<file path="config.mk">
export PLATFORM = sky130hd
export DESIGN_NAME = fex7_sequencer
export DESIGN_NICKNAME = d
export VERILOG_FILES = /design/src/rtl/fex7_sequencer.sv
export SDC_FILE = /design/constraint.sdc
export NUM_CORES = 1
export LEC_CHECK = 0
export ABC_AREA = 1
export CORE_AREA = 2 2 76 78
export CTS_BUF_LIST = sky130_fd_sc_hd__clkbuf_16
export DETAILED_ROUTE_END_ITERATION = 8
export DIE_AREA = 0 0 78 80
export GPL_TIMING_DRIVEN = 0
export PLACE_DENSITY = 0.86
export SYNTH_ARGS = -nofsm -noshare
export SYNTH_HDL_FRONTEND = slang
export SYNTH_SLANG_ARGS = --single-unit
</file>
<file path="constraint.sdc">
create_clock -name clk -period 2.7 [get_ports clk]
set_input_delay 0.27 -clock clk [delete_from_list [all_inputs] [get_ports clk]]
set_output_delay 0.27 -clock clk [all_outputs]
set_load 0.01 [all_outputs]
</file>
<file path="src/rtl/fex7_sequencer.sv">
// Factorial-base (radices 2..8) value sequencer with a valid/ready output and a
// programmable step period; inc7fex supplies the combinational increment.

module inc7fex (
    input  logic [16:0] cur,
    output logic [16:0] nxt,
    output logic        at_max
);
    logic       f1, n1;
    logic [1:0] f2, f3, n2, n3;
    logic [2:0] f4, f5, f6, f7, n4, n5, n6, n7;
    logic       c2, c3, c4, c5, c6, c7;

    always_comb begin
        f1 = cur[0];
        f2 = cur[2:1];
        f3 = cur[4:3];
        f4 = cur[7:5];
        f5 = cur[10:8];
        f6 = cur[13:11];
        f7 = cur[16:14];

        // ck: every digit below k sits at its maximum, so digit k advances
        c2     = (f1 == 1'b1);
        c3     = c2 && (f2 == 2'd2);
        c4     = c3 && (f3 == 2'd3);
        c5     = c4 && (f4 == 3'd4);
        c6     = c5 && (f5 == 3'd5);
        c7     = c6 && (f6 == 3'd6);
        at_max = c7 && (f7 == 3'd7);

        n1 = ~f1;
        n2 = !c2 ? f2 : ((f2 == 2'd2) ? 2'd0 : f2 + 2'd1);
        n3 = !c3 ? f3 : ((f3 == 2'd3) ? 2'd0 : f3 + 2'd1);
        n4 = !c4 ? f4 : ((f4 == 3'd4) ? 3'd0 : f4 + 3'd1);
        n5 = !c5 ? f5 : ((f5 == 3'd5) ? 3'd0 : f5 + 3'd1);
        n6 = !c6 ? f6 : ((f6 == 3'd6) ? 3'd0 : f6 + 3'd1);
        n7 = !c7 ? f7 : ((f7 == 3'd7) ? 3'd0 : f7 + 3'd1);

        nxt = {n7, n6, n5, n4, n3, n2, n1};
    end
endmodule

module fex7_sequencer #(
    parameter int DIV_W = 16
) (
    input  logic             clk,
    input  logic             reset_n,
    input  logic             start,
    input  logic             stop,
    input  logic             one_shot,
    input  logic             load,
    input  logic [16:0]      load_digits,
    input  logic [DIV_W-1:0] period,
    output logic [16:0]      digits,
    output logic             valid,
    input  logic             ready,
    output logic             wrap,
    output logic             done,
    output logic             load_err,
    output logic             busy,
    output logic [1:0]       state_dbg
);
    typedef enum logic [1:0] {
        S_IDLE    = 2'd0,
        S_WAIT    = 2'd1,
        S_PRESENT = 2'd2
    } state_t;

    state_t           state_q, state_d;
    logic [16:0]      digits_q, digits_d;
    logic [DIV_W-1:0] presc_q, presc_d;
    logic             one_shot_q, one_shot_d;
    logic             wrap_q, wrap_d;
    logic             done_q, done_d;
    logic             load_err_q, load_err_d;

    logic [16:0]      inc_digits;
    logic             inc_at_max;
    logic             accept;
    logic             load_legal;
    logic [DIV_W-1:0] presc_reload;

    inc7fex u_inc (
        .cur    (digits_q),
        .nxt    (inc_digits),
        .at_max (inc_at_max)
    );

    // Handshake: valid holds with digits frozen until a cycle where valid and
    // ready are both high; that rising edge is the single transfer point.
    assign accept = (state_q == S_PRESENT) && ready;

    assign load_legal = (load_digits[2:1]   <= 2'd2) &&
                        (load_digits[7:5]   <= 3'd4) &&
                        (load_digits[10:8]  <= 3'd5) &&
                        (load_digits[13:11] <= 3'd6);

    // A zero period behaves as one: valid returns on the first edge after WAIT.
    assign presc_reload = (period == '0) ? '0 : period - {{(DIV_W-1){1'b0}}, 1'b1};

    always_ff @(posedge clk or negedge reset_n) begin
        if (!reset_n) begin
            state_q    <= S_IDLE;
            digits_q   <= '0;
            presc_q    <= '0;
            one_shot_q <= 1'b0;
            wrap_q     <= 1'b0;
            done_q     <= 1'b0;
            load_err_q <= 1'b0;
        end else begin
            state_q    <= state_d;
            digits_q   <= digits_d;
            presc_q    <= presc_d;
            one_shot_q <= one_shot_d;
            wrap_q     <= wrap_d;
            done_q     <= done_d;
            load_err_q <= load_err_d;
        end
    end

    always_comb begin
        state_d    = state_q;
        digits_d   = digits_q;
        presc_d    = presc_q;
        one_shot_d = one_shot_q;
        load_err_d = load_err_q;
        wrap_d     = 1'b0;
        done_d     = 1'b0;

        case (state_q)
            S_IDLE: begin
                if (load) begin
                    if (load_legal) begin
                        digits_d   = load_digits;
                        load_err_d = 1'b0;
                    end else begin
                        load_err_d = 1'b1;
                    end
                end else if (start && !stop) begin
                    state_d    = S_PRESENT;
                    one_shot_d = one_shot;
                end
            end

            S_WAIT: begin
                if (stop) begin
                    state_d = S_IDLE;
                end else if (presc_q == '0) begin
                    state_d = S_PRESENT;
                end else begin
                    presc_d = presc_q - {{(DIV_W-1){1'b0}}, 1'b1};
                end
            end

            S_PRESENT: begin
                if (accept) begin
                    digits_d = inc_digits;
                    presc_d  = presc_reload;
                    wrap_d   = inc_at_max;
                    done_d   = inc_at_max && one_shot_q;
                    if (stop || (inc_at_max && one_shot_q)) begin
                        state_d = S_IDLE;
                    end else begin
                        state_d = S_WAIT;
                    end
                end else if (stop) begin
                    state_d = S_IDLE;
                end
            end

            default: begin
                state_d = S_IDLE;
            end
        endcase
    end

    assign digits    = digits_q;
    assign valid     = (state_q == S_PRESENT);
    assign busy      = (state_q != S_IDLE);
    assign wrap      = wrap_q;
    assign done      = done_q;
    assign load_err  = load_err_q;
    assign state_dbg = state_q;
endmodule

</file>
==> impl_metrics.py <==
metrics = {
    "die": {
        "core_area_um2": 5410,
        "initial_core_util_pct": 55.1,
        "top_level_ports": 64,
        "die_h_um": 80,
        "placement_rows": 27,
        "fp.dieArea_um2": 6240,
        "die_w_um": 78,
    },
    "synthesis": {
        "ys_async_sr_fraction_pct": 100,
        "synth_simple_gate_area_share_pct": 43.4,
        "largest_family_of_logic_cells_by_synthesized_area": "simple AND/OR/NAND/NOR gates",
        "synth.area.mux_share_pct": 0.378,
        "synth_cells": 472,
        "synth_sequential_area_ratio_pct": 32.8,
        "synth_edf_count": 0,
        "synth_compound_gate_area_share_pct": 9.54,
        "xor_xnor_share_of_the_synthesized_area_pct": 2.94,
        "ys_warn_count": 0,
        "yosys.area.top_type": "sky130_fd_sc_hd__dfrtp_1",
        "ys_top_cells_by_count": "178 x sky130_fd_sc_hd__nand2_1, 73 x sky130_fd_sc_hd__nor2_1, 43 x sky130_fd_sc_hd__inv_1",
        "synth-adder-area-share_pct": 3.78,
        "ys.flop_type": "sky130_fd_sc_hd__dfrtp_1",
        "syn_avg_cell_area_um2": 6.31,
        "netlist_top_cells_area": "sky130_fd_sc_hd__dfrtp_1 33%, sky130_fd_sc_hd__nand2_1 22%, sky130_fd_sc_hd__nor2_1 9.2%, sky130_fd_sc_hd__o21ai_0 5.9%, sky130_fd_sc_hd__inv_1 5.4%",
        "mappedNetlistNets": 521,
        "synth_top_area_share_pct": 32.8,
        "syn-cell-area_um2": 2980,
        "synth-seq-cells": 39,
        "netlist-cell-type-count": 29,
        "yosys.cell_count.top_type": "sky130_fd_sc_hd__nand2_1",
    },
    "grt": {
        "via_count_of_the_first_global_routing_pass": 2995,
        "grt.overflow.total": 0,
        "first_pass_grt_wire_length_mm": 13.6,
        "grtUsageTotal_pct": 27.5,
        "antenna_found_initial": 0,
        "grt_max_degree": 40,
    },
    "detailed_routing": {
        "drt-total-wl_mm": 8.06,
        "drc_errors_left": 0,
        "viasPerCell": 5.39,
        "drt-wirelength-per-cell_um": 13.1,
        "firstDrtPassIters": 5,
        "detailedRoute.firstIterationViolations": 252,
        "vias": 3315,
        "drtAntennaViolNets": 0,
    },
    "clock_network": {
        "cts.path.max_buffers": 2,
        "cts-resized-gates": 0,
        "clk-insertion-delay-late_ps": 290,
        "clock-sinks": 39,
        "cts_hold_buffers": 0,
        "cts_tree": "yes",
        "clk_transition_reported_paths_ps": 60,
        "root_buffer_master": "sky130_fd_sc_hd__clkbuf_16",
        "cts_setup_buffers": 0,
        "cts_htree_levels": 2,
        "cts_buffers": 5,
    },
    "sta": {
        "finalHoldWorstSlack_ps": 94.8,
        "timing.final.hold_violations": 0,
        "grt_setup_unrepaired": "false",
        "fin_setup_tns_ps": 0,
        "timing.final.crit_share_pct": 87.5,
        "worst_case_headroom_to_the_max_slew_limit_pct": 41.0,
        "worst_pin_slew_ps": 884,
        "max_clock_freq_mhz": 423,
        "setup_violations": 0,
        "worst_case_clock_skew_ps": 5.69,
        "min_period_ps": 2360,
        "final-max-slew-violation-count": 0,
    },
    "worst_setup_path": {
        "timing.critical_path.from_type": "flop",
        "arrival_ps": 2090,
        "crit_buf_inv": 4,
        "critPathMaxStageDelay_ps": 640,
        "crit_required_ps": 2430,
        "critPathMaxFanout": 10,
        "timing.setup.critical_path_class": "flop to primary output",
        "setup.worst_path.end_class": "primary output",
        "critPathSlowestCell": "sky130_fd_sc_hd__clkdlybuf4s50_1",
        "timing.critical_path.cells": "inv_1 -> nand2_1 -> inv_2 -> clkbuf_1 -> clkdlybuf4s50_1",
        "critical-path-top-delay-family": "buffers and inverters",
    },
    "power_and_ir_drop": {
        "p_leak_uw": 0.00192,
        "power.ir.vdd_worst_v": 0.000582,
        "switching_share_pct": 45.5,
        "seqPwrFrac_pct": 28.7,
        "cellPowerDensity_nw_per_um2": 1010,
        "clock_power_share_pct": 17.7,
        "power.share.combinational_pct": 53.6,
        "cell_internal_pwr_uw": 2130,
        "power.switching_uw": 1780,
    },
    "final_layout": {
        "layout.cells.non_filler": 615,
        "drive_gt1_share_pct": 6.26,
        "flow.area_growth_from_synthesis_pct": 29.7,
        "fin_nets": 591,
        "n_antenna_cell": 0,
    },
    "placed_design": {
        "dp_hpwl_mm": 6.03,
        "final_replace_weighted_congestion": 0.927,
        "place_inst": 607,
        "buffer_ports.inserted": 63,
    },
    "job": {
        "drv.max_cap_violation_count": 0,
    },
    "hold_path": {
        "hold_path_class": "primary input to asynchronous set/reset pin",
    },
    "outcome": {
        "outcome": "finished, final reports clean",
    },
}
-- cell usage in the layout, fill, tap and decap left out, types with 3 or more instances in the layout --
cell and instances:
sky130_fd_sc_hd__nand3_1 29, sky130_fd_sc_hd__ha_1 9, sky130_fd_sc_hd__clkbuf_16 5, sky130_fd_sc_hd__o31ai_1 4
sky130_fd_sc_hd__xor2_1 3, sky130_fd_sc_hd__nand2_1 178, sky130_fd_sc_hd__a21oi_1 9, sky130_fd_sc_hd__clkdlybuf4s50_1 62
sky130_fd_sc_hd__buf_2 7, sky130_fd_sc_hd__inv_1 43, sky130_fd_sc_hd__o21ai_0 35, sky130_fd_sc_hd__nand2_2 4
sky130_fd_sc_hd__nor2_2 5, sky130_fd_sc_hd__nor2_1 73, sky130_fd_sc_hd__nor3_1 4, sky130_fd_sc_hd__dfrtp_1 39
sky130_fd_sc_hd__nand4_1 7, sky130_fd_sc_hd__xnor2_1 7
-- worst reg2reg max path: cells and delay by family, from the launching register on --
family,cells,cell delay (ps)
flops,1,380
simple gates,9,900
fa+ha+maj,1,210
buf+inv,1,150
-- stage by stage --
step	cell area [um2]	setup slack, ps	power (uW)	util (%)
2_1_floorplan	2980	1270	2420	-
3_3_place_gp	3700	365	3110	68.4
3_5_place_dp	3690	668	3180	68.3
4_1_cts	3860	375	3880	71.5
5_1_grt	3860	294	4240	71.5
6_report	3860	338	3900	71.5
-- routing by layer --
metal	vias up	routed length, um	global-route usage [%]
li1	1635	-	-
met1	1517	3470	35.5
met2	139	3860	46.3
met3	24	518	4.07
met4	0	215	11.4
met5	-	0	0
-- cell families (layout without fill, tap and decap cells) --
family | after synthesis | count (layout)
simple gates | 307 | 307
compound gates | 53 | 53
buf+inv | 53 | 124
flops | 39 | 39
xor+xnor | 10 | 10
fa+ha+maj | 9 | 9
mux | 1 | 1
-- cell type report --
class | count | area (um2)
tap | 72 | 90.1
inverter | 45 | 169
buffer | 8 | 45.0
fill | 450 | 1540
multi-input combinational | 380 | 1790
clock inverter | 3 | 43.8
sequential | 39 | 976
timing repair buffer | 63 | 626
clock buffer | 5 | 125
-- state kept, by name, indices dropped and copies added, names as in the netlist --
signal      count
done            1
one_shot_q      1
presc_q        16
wrap            1
state_dbg       2
digits         17
load_err        1
-- power by group through the flow --
stage / clock, uW / sequential [uW] / combinational [uW]
after floorplan: 0 / 1120 / 1300
after global placement: 0 / 1110 / 2000
after detailed placement: 0 / 1120 / 2060
after CTS: 685 / 1110 / 2080
after global routing: 715 / 1160 / 2370
final: 689 / 1120 / 2090
-- path summary, 6_finish.rpt --
kind | cells after the start | slack, ps | to | start
setup / recovery | 5 | 340 | valid | state_dbg[0]
hold / removal | 1 | 90 | presc_q[7] | reset_n
setup reg to reg | 11 | 950 | presc_q[10] | presc_q[0]
hold reg to reg | 2 | 500 | presc_q[0] | presc_q[0]
max in group asynchronous | 1 | 2040 | presc_q[4] | reset_n
min in group clk | 2 | 500 | presc_q[0] | presc_q[0]
Note: power is estimated with default switching activity, not from simulation.
